**src/rtl/videocard_pkg.sv**
```systemverilog
// Shared definitions for the videocard host port and the videocard itself.
package videocard_pkg;

  // Mailbox layout agreed with the videocard firmware.
  localparam logic [31:0] MAILBOX_BASE_DEFAULT = 32'h0000_0040;
  localparam logic [31:0] STATUS_ADDR_DEFAULT  = 32'h0000_003F;

  typedef enum logic [3:0] {
    ST_IDLE,
    ST_FILL,
    ST_WRITE_DATA,
    ST_WRITE_LEN,
    ST_CLEAR_STATUS,
    ST_KICK,
    ST_WAIT,
    ST_READ_ISSUE,
    ST_READ_CHECK,
    ST_DONE
  } state_t;

endpackage

```
**src/rtl/videocard_cmd_buffer.sv**
```systemverilog
// Register-file command buffer: words are pushed in order, then read back
// in the same order through a separate read index.
module videocard_cmd_buffer #(
  parameter int WIDTH = 32,
  parameter int DEPTH = 16,
  localparam int IW   = $clog2(DEPTH)
) (
  input  logic             clk,
  input  logic             reset,
  input  logic             push,
  input  logic [WIDTH-1:0] push_data,
  input  logic             pop,
  input  logic             clear,
  output logic [WIDTH-1:0] rd_data,
  output logic [IW-1:0]    rd_idx,
  output logic [IW:0]      count
);

  logic [WIDTH-1:0] mem [DEPTH];
  logic [IW-1:0]    wr_idx;

  // Index and occupancy bookkeeping; clear rewinds for the next packet.
  always_ff @(posedge clk) begin
    if (reset || clear) begin
      wr_idx <= '0;
      rd_idx <= '0;
      count  <= '0;
    end else begin
      if (push) begin
        wr_idx <= wr_idx + 1'b1;
        count  <= count + 1'b1;
      end
      if (pop) begin
        rd_idx <= rd_idx + 1'b1;
      end
    end
  end

  // Word storage, no reset needed since count qualifies the contents.
  always_ff @(posedge clk) begin
    if (push) begin
      mem[wr_idx] <= push_data;
    end
  end

  assign rd_data = mem[rd_idx];

endmodule

```
**src/rtl/videocard_host_port.sv**
```systemverilog
// Host-side initiator: buffers a command packet, copies it into the shared
// RAM mailbox, kicks the videocard and polls the status word for completion.
module videocard_host_port
  import videocard_pkg::*;
#(
  parameter int               WIDTH          = 32,
  parameter int               DEPTH          = 16,
  parameter logic [WIDTH-1:0] MAILBOX_BASE   = WIDTH'(MAILBOX_BASE_DEFAULT),
  parameter logic [WIDTH-1:0] STATUS_ADDR    = WIDTH'(STATUS_ADDR_DEFAULT),
  parameter int               POLL_INTERVAL  = 8,
  parameter int               TIMEOUT_CYCLES = 4096
) (
  input  logic             clk,
  input  logic             reset,
  input  logic             cmd_valid,
  input  logic [WIDTH-1:0] cmd_word,
  input  logic             cmd_last,
  output logic             cmd_ready,
  output logic [WIDTH-1:0] address,
  output logic [WIDTH-1:0] data_out,
  output logic             wren,
  input  logic [WIDTH-1:0] data_in,
  output logic             bus_own,
  output logic             interrupt_start,
  output logic             done,
  output logic             error,
  output logic [WIDTH-1:0] status
);

  localparam int IW = $clog2(DEPTH);
  localparam int CW = IW + 1;
  localparam int TW = $clog2(TIMEOUT_CYCLES + 1);
  localparam int PW = $clog2(POLL_INTERVAL + 1);

  localparam logic [WIDTH-1:0] DATA_BASE = MAILBOX_BASE + WIDTH'(1);
  localparam logic [CW-1:0]    FULL_AT   = CW'(DEPTH - 1);
  localparam logic [TW-1:0]    T_LIMIT   = TW'(TIMEOUT_CYCLES - 1);
  localparam logic [PW-1:0]    P_LIMIT   = PW'(POLL_INTERVAL - 1);

  state_t           state, state_next;
  logic             cmd_ready_next, wren_next, bus_own_next;
  logic             interrupt_start_next, done_next, error_next;
  logic [WIDTH-1:0] address_next, data_next, status_next;
  logic [TW-1:0]    tcount, tcount_next;
  logic [PW-1:0]    pcount, pcount_next;
  logic             handshake, expire;
  logic             push, pop, clear;
  logic [WIDTH-1:0] rd_data;
  logic [IW-1:0]    rd_idx;
  logic [CW-1:0]    count;

  videocard_cmd_buffer #(
    .WIDTH (WIDTH),
    .DEPTH (DEPTH)
  ) u_buffer (
    .clk       (clk),
    .reset     (reset),
    .push      (push),
    .push_data (cmd_word),
    .pop       (pop),
    .clear     (clear),
    .rd_data   (rd_data),
    .rd_idx    (rd_idx),
    .count     (count)
  );

  // Next state and next registered outputs; the outputs for a state are
  // computed on the way into it so that every port comes from a flop.
  always_comb begin
    state_next           = state;
    cmd_ready_next       = 1'b0;
    wren_next            = 1'b0;
    bus_own_next         = 1'b0;
    interrupt_start_next = 1'b0;
    done_next            = 1'b0;
    error_next           = 1'b0;
    address_next         = address;
    data_next            = data_out;
    status_next          = status;
    tcount_next          = tcount;
    pcount_next          = pcount;
    push                 = 1'b0;
    pop                  = 1'b0;
    clear                = 1'b0;
    handshake            = cmd_valid && cmd_ready;
    expire               = (tcount == T_LIMIT);

    case (state)
      ST_IDLE: begin
        cmd_ready_next = 1'b1;
        if (handshake) begin
          push        = 1'b1;
          status_next = '0;
          if (cmd_last) begin
            // Single-word packet: the word bypasses the buffer into data_out.
            state_next     = ST_WRITE_DATA;
            cmd_ready_next = 1'b0;
            bus_own_next   = 1'b1;
            wren_next      = 1'b1;
            address_next   = DATA_BASE;
            data_next      = cmd_word;
            pop            = 1'b1;
          end else begin
            state_next = ST_FILL;
          end
        end
      end

      ST_FILL: begin
        cmd_ready_next = 1'b1;
        if (handshake) begin
          push = 1'b1;
          if (cmd_last || count == FULL_AT) begin
            state_next     = ST_WRITE_DATA;
            cmd_ready_next = 1'b0;
            bus_own_next   = 1'b1;
            wren_next      = 1'b1;
            address_next   = DATA_BASE;
            data_next      = rd_data;
            pop            = 1'b1;
          end
        end
      end

      ST_WRITE_DATA: begin
        bus_own_next = 1'b1;
        wren_next    = 1'b1;
        // A full buffer wraps both indices to zero, so equality means all sent.
        if (rd_idx != count[IW-1:0]) begin
          address_next = DATA_BASE + WIDTH'(rd_idx);
          data_next    = rd_data;
          pop          = 1'b1;
        end else begin
          state_next   = ST_WRITE_LEN;
          address_next = MAILBOX_BASE;
          data_next    = WIDTH'(count);
        end
      end

      ST_WRITE_LEN: begin
        state_next   = ST_CLEAR_STATUS;
        bus_own_next = 1'b1;
        wren_next    = 1'b1;
        address_next = STATUS_ADDR;
        data_next    = '0;
      end

      ST_CLEAR_STATUS: begin
        state_next           = ST_KICK;
        interrupt_start_next = 1'b1;
        tcount_next          = '0;
      end

      ST_KICK: begin
        tcount_next = tcount + 1'b1;
        if (expire) begin
          state_next  = ST_DONE;
          done_next   = 1'b1;
          error_next  = 1'b1;
          status_next = '0;
        end else begin
          state_next  = ST_WAIT;
          pcount_next = '0;
        end
      end

      ST_WAIT: begin
        tcount_next = tcount + 1'b1;
        if (expire) begin
          state_next  = ST_DONE;
          done_next   = 1'b1;
          error_next  = 1'b1;
          status_next = '0;
        end else if (pcount == P_LIMIT) begin
          state_next   = ST_READ_ISSUE;
          bus_own_next = 1'b1;
          address_next = STATUS_ADDR;
        end else begin
          pcount_next = pcount + 1'b1;
        end
      end

      ST_READ_ISSUE: begin
        tcount_next = tcount + 1'b1;
        if (expire) begin
          state_next  = ST_DONE;
          done_next   = 1'b1;
          error_next  = 1'b1;
          status_next = '0;
        end else begin
          state_next   = ST_READ_CHECK;
          bus_own_next = 1'b1;
        end
      end

      ST_READ_CHECK: begin
        tcount_next = tcount + 1'b1;
        // A completion seen in the expiry cycle still counts as success.
        if (data_in != '0) begin
          state_next  = ST_DONE;
          done_next   = 1'b1;
          status_next = data_in;
        end else if (expire) begin
          state_next  = ST_DONE;
          done_next   = 1'b1;
          error_next  = 1'b1;
          status_next = '0;
        end else begin
          state_next  = ST_WAIT;
          pcount_next = '0;
        end
      end

      ST_DONE: begin
        state_next     = ST_IDLE;
        cmd_ready_next = 1'b1;
        clear          = 1'b1;
      end

      default: begin
        state_next     = ST_IDLE;
        cmd_ready_next = 1'b1;
        clear          = 1'b1;
      end
    endcase
  end

  // State, counters and all output registers; reset aborts any operation.
  always_ff @(posedge clk) begin
    if (reset) begin
      state           <= ST_IDLE;
      cmd_ready       <= 1'b1;
      wren            <= 1'b0;
      bus_own         <= 1'b0;
      interrupt_start <= 1'b0;
      done            <= 1'b0;
      error           <= 1'b0;
      status          <= '0;
      address         <= '0;
      data_out        <= '0;
      tcount          <= '0;
      pcount          <= '0;
    end else begin
      state           <= state_next;
      cmd_ready       <= cmd_ready_next;
      wren            <= wren_next;
      bus_own         <= bus_own_next;
      interrupt_start <= interrupt_start_next;
      done            <= done_next;
      error           <= error_next;
      status          <= status_next;
      address         <= address_next;
      data_out        <= data_next;
      tcount          <= tcount_next;
      pcount          <= pcount_next;
    end
  end

endmodule

```
**config.mk**
```make
export PLATFORM = sky130hd
export DESIGN_NAME = videocard_host_port
export DESIGN_NICKNAME = d
export VERILOG_FILES = /design/src/rtl/videocard_pkg.sv /design/src/rtl/videocard_cmd_buffer.sv /design/src/rtl/videocard_host_port.sv
export SDC_FILE = /design/constraint.sdc
export NUM_CORES = 1
export LEC_CHECK = 0
export CORE_ASPECT_RATIO = 0.9
export CORE_MARGIN = 2
export CORE_UTILIZATION = 45
export DETAILED_ROUTE_END_ITERATION = 7
export GPL_TIMING_DRIVEN = 0
export PLACE_DENSITY = 0.65
export SETUP_SLACK_MARGIN = 0.02
export SYNTH_ARGS = -nofsm -noshare
export SYNTH_HDL_FRONTEND = slang
export SYNTH_SLANG_ARGS = --single-unit
```
**constraint.sdc**
```tcl
create_clock -name clk -period 6.5 [get_ports clk]
set_input_delay 0.65 -clock clk [delete_from_list [all_inputs] [get_ports clk]]
set_output_delay 0.65 -clock clk [all_outputs]
set_load 0.01 [all_outputs]
```
Yosys cells after proc, flatten, opt, wreduce, memory -nomap -nowiden. Memory sizes are Yosys's and may differ from the RTL's. A register that Yosys moved wholly into a read port is not among the register bits. Cells that the tools add are included.

Register bits: 136. Memory bits (writable): 512. Input port bits: 68. Word-level logic and storage cells: 129. Memories: 1.

$add $sub $neg: 6. Equality and inequality tests: 22. Mux-type cells: 64. Reduce and logical (&&, ||, !) cells: 21.

Memory list: u_buffer.mem (depth 16, bits a word 32, read ports 1, clocked after memory_dff 1, wr ports 1, line videocard_cmd_buffer.sv:19) `logic [WIDTH-1:0] mem [DEPTH];`.

Operator list (count): $mux 32 (14); $pmux 32 s5 (1); $pmux 32 s4 (1); $pmux 32 s3 (1); $mux 4 (14); $pmux 4 s9 (1); $reduce_bool 32->1 (1); $pmux 13 s2 (1); $mux 1 (22); $eq 4x3->1 const B (5); $ne 2x2->1 const B (9); $add 13x1->13 const B (1); $eq 13x12->1 const B (1); $add 4x1->4 const B (3); $pmux 4 s3 (1); $reduce_and 5->1 (2); $pmux 1 s3 (3); $reduce_or 9->1 (1); $add 7x4->8 const A (1); $eq 4x2->1 const B (2); $mux 8 (1); $reduce_and 7->1 (1); $reduce_or 7->1 (1); $reduce_bool 3->1 (2); 20 further kinds (23).

Depth between registers and ports, before layout. Gate-level depths: netlist of run 1.

Depth after elaboration: 7. Gate-level depth with buffers: 9. Mapped depth without buffers: 8.

Modules after synthesis. A second synthesis of run 1 with hierarchy kept.

Cell total of the unflattened synthesis: 1379. Area, all modules: 24463.5 um^2.

By module, submodules not included: videocard_cmd_buffer (instances 1, cells an instance 867, area each 19862.8 um^2, seq. area each 15715.1 um^2); videocard_host_port (instances 1, cells an instance 512, area each 4600.7 um^2, seq. area each 1961.9 um^2).

Least setup slack after synthesis of run 1. OpenSTA, ideal clock, no wires.

Path kind: input -> register. Start point: in cmd_valid. End point: mem u_buffer.mem[0][0], enable pin. Library setup time: 461 ps. Arrival time: 3550 ps. Data required time: 6039 ps. Slack: 2489 ps. Stages: 5. Path buffers: 1. Cells stage by stage: nand2_1 -> nor2_1 -> buf_2 -> nand2_1 -> nor3_1.

Cells in the longest elaborated chain, start to end: 5.

RTL lines: start: declaration (line videocard_host_port.sv:15) `input logic cmd_valid,`; $logic_and 1x1->1 (line videocard_host_port.sv:85) `handshake = cmd_valid && cmd_ready;`; $mux 1 (line videocard_host_port.sv:91, videocard_host_port.sv:111); $mux 1; $mux 1 (line videocard_cmd_buffer.sv:41) `if (push) begin`; $mux 1 (not written as such) (line videocard_cmd_buffer.sv:42) `mem[wr_idx] <= push_data;`; end: declaration (line videocard_cmd_buffer.sv:19).

Every way passes these cells.

Worst setup path after layout of run 1.
Start point: in cmd_valid. End point: mem u_buffer.mem[0][4], enable pin.

Same word-level chain as after synthesis.

==> load_flow_metrics.sql, run 1 <==
INSERT INTO impl_metrics (metric_group, metric, value, unit) VALUES
('status', 'run_status', 'finished clean', ''),
('sta', 'max_slew_margin', '27.1', '%'),
('sta', 'fin_worst_skew', '19.7', 'ps'),
('place', 'dp.cells', '2305', ''),
('critical_path', 'regToRegStartpoint', 'state[3]', ''),
('critical_path', 'setup.worst_path.class', 'input pin to flip-flop', ''),
('clocking', 'clock_path_buffers', '3', ''),
('place', 'buffers_on_ports', '144', ''),
('drt', 'topRoutingLayerUsed', 'met5', ''),
('synthesis', 'synth_flop_type', 'edfxtp_1', ''),
('sta', 'fin_setup_tns', '0', 'ps'),
('floorplan', 'start_util', '45.6', '%'),
('clocking', 'cts_root_buffer', 'clkbuf_16', ''),
('drt', 'wl_met1', '25000', 'um'),
('floorplan', 'die_h', '227', 'um'),
('critical_path', 'cp_common_cell', 'buf_6', ''),
('synthesis', 'ys_async_sr_fraction', '0', '%'),
('sta', 'final_hold_viol_count', '0', ''),
('finish', 'layout-area-overhead-vs-synth', '20.6', '%'),
('critical_path', 'cp_top_family', 'simple AND/OR/NAND/NOR gates', ''),
('clocking', 'clk-insertion-delay-late', '590', 'ps'),
('synthesis', 'ys_ff_latch', '627', ''),
('clocking', 'path_clk_slew', '60', 'ps'),
('clocking', 'post-cts-setup-buffer-count', '0', ''),
('synthesis', 'synth.yosys.seq_area_share', '71.4', '%'),
('clocking', 'cts.sink_count', '627', ''),
('global_routing', 'number_of_global_route_vias_before_repair', '13800', ''),
('synthesis', 'synth_area_leaders', 'edfxtp_1, mux4_2, dfxtp_1, a21oi_1, mux2_2', ''),
('drt', 'met3_length', '4630', 'um'),
('global_routing', 'grt.overflow.total', '0', ''),
('sta', 'post-route-period-util', '49.7', '%'),
('global_routing', 'maximum_number_of_pins_on_one_net_before_global_route_repair', '24', ''),
('drt', 'drt_iter0_markers', '1526', ''),
('flow_run', 'cap_viol_max_count', '0', ''),
('global_routing', 'track_usage', '20.9', '%'),
('critical_path', 'crit_buf_inv', '5', ''),
('place', 'place_congestion', '0.795', ''),
('synthesis', 'syn_inst', '1405', ''),
('floorplan', 'floorplan.io_pins', '170', ''),
('drt', 'routed_wl', '59400', 'um'),
('finish', 'layout.cell_area.non_filler', '29900', 'um^2'),
('sta', 'maxClockFrequency', '310', 'MHz'),
('critical_path', 'critical_path_fanouts_max', '10', ''),
('synthesis', 'synth.cell_area', '24800', 'um^2'),
('drt', 'avgRoutedWirePerCell', '24.5', 'um'),
('global_routing', 'antenna_found_initial', '1', ''),
('synthesis', 'yosys_warnings', '0', ''),
('drt', 'dr_total_vias', '13900', ''),
('critical_path', 'worst_setup_ep_type', 'flip-flop', ''),
('clocking', 'post_cts.resized_instances', '0', ''),
('critical_path', 'arrival', '3520', 'ps'),
('sta', 'rsz0062_at_grt', 'false', ''),
('clocking', 'cts.hold.buffers_added', '0', ''),
('floorplan', 'chipWidth', '251', 'um'),
('pwr', 'peakVddDrop', '194', 'uV'),
('sta', 'tightest_slew', '1090', 'ps'),
('synthesis', 'syn_avg_cell_area', '17.6', 'um^2'),
('drt', 'final_antenna_net_count', '0', ''),
('drt', 'drc', '0', ''),
('min_path', 'hold_path_class', 'flip-flop to flip-flop', ''),
('drt', 'wl_met2', '28400', 'um'),
('min_path', 'worst_min_path_start', 'status[26]', ''),
('critical_path', 'crit_path_start', 'cmd_valid', ''),
('finish', 'post_layout_instance_count_excluding_filler_cells', '2424', ''),
('synthesis', 'netlist-cell-type-count', '72', ''),
('finish', 'antennaDiodeCount', '0', ''),
('pwr', 'power_density_relative_to_cell_area', '316', 'nW/um^2'),
('drt', 'detail_route.vias_per_cell', '5.75', ''),
('synthesis', 'largest_area_contributor_in_the_netlist', 'edfxtp_1', ''),
('floorplan', 'core_region_area', '54300', 'um^2'),
('critical_path', 'max_stage_delay', '640', 'ps');
-- cell usage in the layout, fill, tap and decap left out, types with 32 or more instances in the layout --
master	Yosys	layout
mux2_2	32	32
nand2_1	39	39
clkbuf_1	35	55
edfxtp_1	512	512
a22o_1	34	34
dfxtp_1	115	115
clkbuf_16	0	69
a21oi_1	82	82
mux2i_1	35	35
mux4_2	128	128
nor2_1	80	68
clkdlybuf4s50_1	0	144
-- Yosys cell counts (all sizes together), types with 3 or more instances --
cell	number
edfxtp	512
mux4	128
dfxtp	115
a21oi	85
nor2	81
buf	72
nand2	39
clkbuf	36
mux2i	35
a22o	34
mux2	32
and3	30
o22ai	30
o21ai	26
nor3	12
ha	9
inv	9
nor4	9
xnor2	8
xor2	8
nand3	7
nand4	7
nand2b	6
and2	5
nor4b	5
a211oi	4
a221o	4
nor2b	4
nor3b	4
o211ai	4
o2bb2ai	4
and4	3
nand3b	3
or3	3
-- registers in the layout, indices dropped and copies added, names as in the netlist, 4 cells and up, named ones only --
name,cells
u_buffer.count,5
data_out,32
status,32
tcount,13
pcount,4
state,4
u_buffer.wr_idx,4
u_buffer.rd_idx,4
u_buffer.mem,512
address,7
-- power breakdown --
group	switching, uW	total, uW	leakage [uW]	internal [uW]
Clock	1510	3740	0.00104	2230
Combinational	627	1180	0.00311	553
Sequential	61.2	4510	0.00555	4450
-- cells by family after synthesis --
| kind of cell | synth area share [%] |
|---|---|
| flops | 71.4 |
| fa+ha+maj | 0.455 |
| compound gates | 5.77 |
| other cells | 0.0151 |
| xor+xnor | 0.566 |
| mux | 14.5 |
| simple gates | 4.78 |
| buf+inv | 2.54 |
-- per-stage QoR --
stage | setup WS (ps) | power (uW) | util, %
2_1_floorplan | 2490 | 5320 | -
3_5_place_dp | 2690 | 5780 | 51.0
3_3_place_gp | -824 | 5740 | 50.0
5_1_grt | 3140 | 9750 | 55.0
6_report | 3270 | 9430 | 55.0
4_1_cts | 3270 | 9500 | 55.0
-- layer usage --
metal,vias up,GRT usage [%]
met2,566,33.3
met5,-,0
met1,7153,28.8
li1,6127,-
met3,89,4.87
met4,2,6.16
-- cell type report --
cell class,count,area (um^2),share of cell area [%]
plain buffers,108,594,1.99
clock buffers,96,1900,6.36
clock inverters,23,246,0.825
well taps,705,882,2.95
flip-flops and latches,627,17700,59.2
repair buffers,171,1870,6.25
inverters,9,33.8,0.113
multi-input cells,685,6660,22.3
-- final timing paths --
| path | end | slack, ps | cells past startpoint |
|---|---|---|---|
| setup / recovery | u_buffer.mem[0][4] | 3270 | 9 |
| hold reg to reg | status[26] | 470 | 1 |
| hold / removal | status[26] | 470 | 1 |
| setup reg to reg | u_buffer.mem[0][4] | 3280 | 9 |
Power figures use the tool's default switching activity.
==> run 2: changes to the inputs <==
==> constraint.sdc (replaced) <==
create_clock -name clk -period 3.1 [get_ports clk]
set_input_delay 0.31 -clock clk [delete_from_list [all_inputs] [get_ports clk]]
set_output_delay 0.31 -clock clk [all_outputs]
set_load 0.01 [all_outputs]
==> run 2 against run 1 <==
  * Clock power is 110% higher
  * Clock skew is 7.7 ps higher
  * Critical path depth is 2 lower
  * Flip-flop and latch count stayed put
  * Via count is 0.13% lower
  * Critical path type is now flip-flop to flip-flop
==> load_flow_metrics.sql, run 2 (synthesis results as in run 1) <==
INSERT INTO impl_metrics (metric_group, metric, value, unit) VALUES
('drt', 'drt_iter0_markers', '1473', ''),
('clocking', 'cts.sink_count', '627', ''),
('finish', 'drive_above_1_share', '22.1', '%'),
('sta', 'post-route-period-util', '95.9', '%'),
('finish', 'final_nets', '1753', ''),
('drt', 'detailedRoute.firstPassIterationCount', '5', ''),
('sta', 'whs', '354', 'ps'),
('critical_path', 'critical_path_fanouts_max', '17', ''),
('critical_path', 'arrival', '3270', 'ps'),
('status', 'run_status', 'finished clean', ''),
('pwr', 'net-switching-power', '4600', 'uW'),
('sta', 'fin_crit', '2970', 'ps'),
('pwr', 'power', '19700', 'uW'),
('floorplan', 'core_region_area', '54300', 'um^2'),
('critical_path', 'max_stage_delay', '630', 'ps'),
('sta', 'fin_worst_skew', '27.5', 'ps'),
('critical_path', 'path_cells', 'buf_6 -> or3_4 -> nor2_1 -> buf_2 -> nand2_1 -> nor2_4 -> buf_16', ''),
('critical_path', 'reg2reg_slack', '130', 'ps'),
('sta', 'layout_setup_ws', '126', 'ps'),
('critical_path', 'regToRegStartpoint', 'state[3]', ''),
('floorplan', 'floorplan.io_pins', '170', ''),
('clocking', 'clock_path_buffers', '3', ''),
('pwr', 'clock_share_of_power', '39.3', '%'),
('pwr', 'peakVddDrop', '416', 'uV'),
('pwr', 'static-leakage-power', '0.00979', 'uW'),
('clocking', 'post_cts.resized_instances', '0', ''),
('pwr', 'share_seq_of_total_power', '48.1', '%'),
('sta', 'timing.final.max_slew_violations', '0', ''),
('finish', 'top_regs', 'u_buffer.mem (512), data_out (32), status (32)', ''),
('global_routing', 'track_usage', '20.7', '%'),
('floorplan', 'die_area', '56900', 'um^2'),
('pwr', 'p_int', '15100', 'uW'),
('critical_path', 'critical_path.endpoint', 'u_buffer.mem[9][7]', ''),
('clocking', 'cts_root_buffer', 'clkbuf_16', ''),
('finish', 'post_layout_instance_count_excluding_filler_cells', '2434', ''),
('finish', 'final_core_util', '55.5', '%'),
('drt', 'final_antenna_net_count', '0', ''),
('sta', 'finalSetupViolations', '0', ''),
('min_path', 'min_delay_path_depth', '2', ''),
('pwr', 'comb_power_share', '12.6', '%'),
('critical_path', 'worst_setup_ep_type', 'flip-flop', ''),
('place', 'place_congestion', '0.788', ''),
('floorplan', 'rows', '81', ''),
('sta', 'tightest_slew', '997', 'ps'),
('sta', 'max_slew_margin', '33.6', '%'),
('critical_path', 'worst_setup_path_start_kind', 'flip-flop', ''),
('finish', 'layout.cells.most_common', 'edfxtp_1', ''),
('critical_path', 'cp_max_delay_cell', 'nor2_4', ''),
('pwr', 'netSwitchingFraction', '23.4', '%'),
('critical_path', 'cp.required', '3400', 'ps'),
('clocking', 'clk-insertion-delay-late', '600', 'ps'),
('global_routing', 'grt_first_pass_wirelength', '86900', 'um'),
('min_path', 'hold_path_class', 'input pin to flip-flop', ''),
('floorplan', 'chipWidth', '251', 'um'),
('floorplan', 'start_util', '45.6', '%'),
('global_routing', 'grt.overflow.total', '0', ''),
('critical_path', 'crit_path_start', 'state[3]', ''),
('finish', 'largest_reg_flops', '512', ''),
('sta', 'rsz0062_at_grt', 'false', ''),
('place', 'buffers_on_ports', '144', ''),
('drt', 'routed_wl', '58700', 'um'),
('global_routing', 'antenna_found_initial', '2', ''),
('finish', 'largest-register', 'u_buffer.mem', ''),
('floorplan', 'die_h', '227', 'um'),
('critical_path', 'reg2reg_to', 'u_buffer.mem[9][7]', ''),
('finish', 'register_area', '17700', 'um^2'),
('drt', 'avgRoutedWirePerCell', '24.1', 'um'),
('flow_run', 'cap_viol_max_count', '0', ''),
('place', 'place_ws', '-294', 'ps'),
('drt', 'detail_route.vias_per_cell', '5.72', ''),
('clocking', 'cts_tree', 'yes', ''),
('drt', 'dr_total_vias', '13900', ''),
('finish', 'multi_input_comb_area', '6690', 'um^2'),
('clocking', 'clock_tree.htree_level_count', '3', ''),
('finish', 'fill_cells', '4194', ''),
('sta', 'final_hold_viol_count', '0', ''),
('global_routing', 'number_of_global_route_vias_before_repair', '13900', ''),
('critical_path', 'reg2regPathDepth', '7', ''),
('critical_path', 'setup.worst_path.class', 'flip-flop to flip-flop', ''),
('clocking', 'number_of_buffers_created_by_cts', '66', ''),
('finish', 'most-common-layout-cells', 'edfxtp_1, clkdlybuf4s50_1, mux4_2', ''),
('place', 'dp_hpwl', '38300', 'um'),
('clocking', 'path_clk_slew', '60', 'ps'),
('sta', 'maxClockFrequency', '336', 'MHz'),
('finish', 'layout-area-overhead-vs-synth', '21.7', '%'),
('place', 'dp.cells', '2298', ''),
('global_routing', 'maximum_number_of_pins_on_one_net_before_global_route_repair', '23', ''),
('drt', 'drc', '0', ''),
('pwr', 'power_density_relative_to_cell_area', '653', 'nW/um^2');
[run 2: changes by cell type in the layout (fill, tap and decap cells not counted), sizes merged]
cell      before  now
buf           99  107
diode          0    2
clkinv        13   16
bufinv         5    3
clkinvlp       3    2
[run 2: worst max-delay path: cells and delay by family, from the launching register on]
family	cells	cell delay [ps]
buffers and inverters	3	710
flip-flops	1	320
AND/OR/NAND/NOR	4	1600
[run 2: area by class of cell]
class | count | area share (%)
sequential | 627 | 58.6
buffer | 108 | 1.97
inverter | 9 | 0.112
clock buffer | 96 | 6.37
multi-input combinational | 685 | 22.2
antenna | 2 | 0.0166
tap | 705 | 2.93
clock inverter | 23 | 0.639
timing repair buffer | 179 | 7.13
[run 2: how the worst min path moves through the flow]
| stage | start | end | slack (ps) |
|---|---|---|---|
| after detailed placement | status[20] | status[20] | 460 |
| final | data_in[24] | status[24] | 350 |
| after global routing | data_in[10] | status[10] | 340 |
| after floorplan | cmd_word[0] | u_buffer.mem[0][0] | 410 |
| after global placement | status[4] | status[4] | 460 |
| after CTS | data_in[5] | status[5] | 320 |
[run 2: per-stage QoR]
step / cell area (um^2) / setup TNS [ps]
floorplan: 24900 / -1940
global placement: 27200 / -960150
detailed placement: 27800 / -23030
CTS: 30000 / 0
global route: 30100 / 0
finish: 30100 / 0
[run 2: what timing repair did]
item	CTS	global route
hold buffers	0	0
setup buffers	3	12
pin swaps	3	6
setup endpoints to repair	38	84
cloned	0	0
[run 2: power groups by stage]
stage                     sequential (uW)  combinational, uW  clock (uW)
final                                9470               2480        7720
after global routing                 9490               2690        8200
after CTS                            9470               2500        7840
after detailed placement             9650               2480           0
after global placement               9650               2370           0
after floorplan                      9640               1520           0
[run 2: routing by layer]
layer  GRT usage (%)  up-vias  wire [um]
li1                -     6157          -
met1            29.8     7180      25700
met2            32.7      499      27800
met3            3.89       83       4000
met4            5.53        0       1170
met5               0        -          0
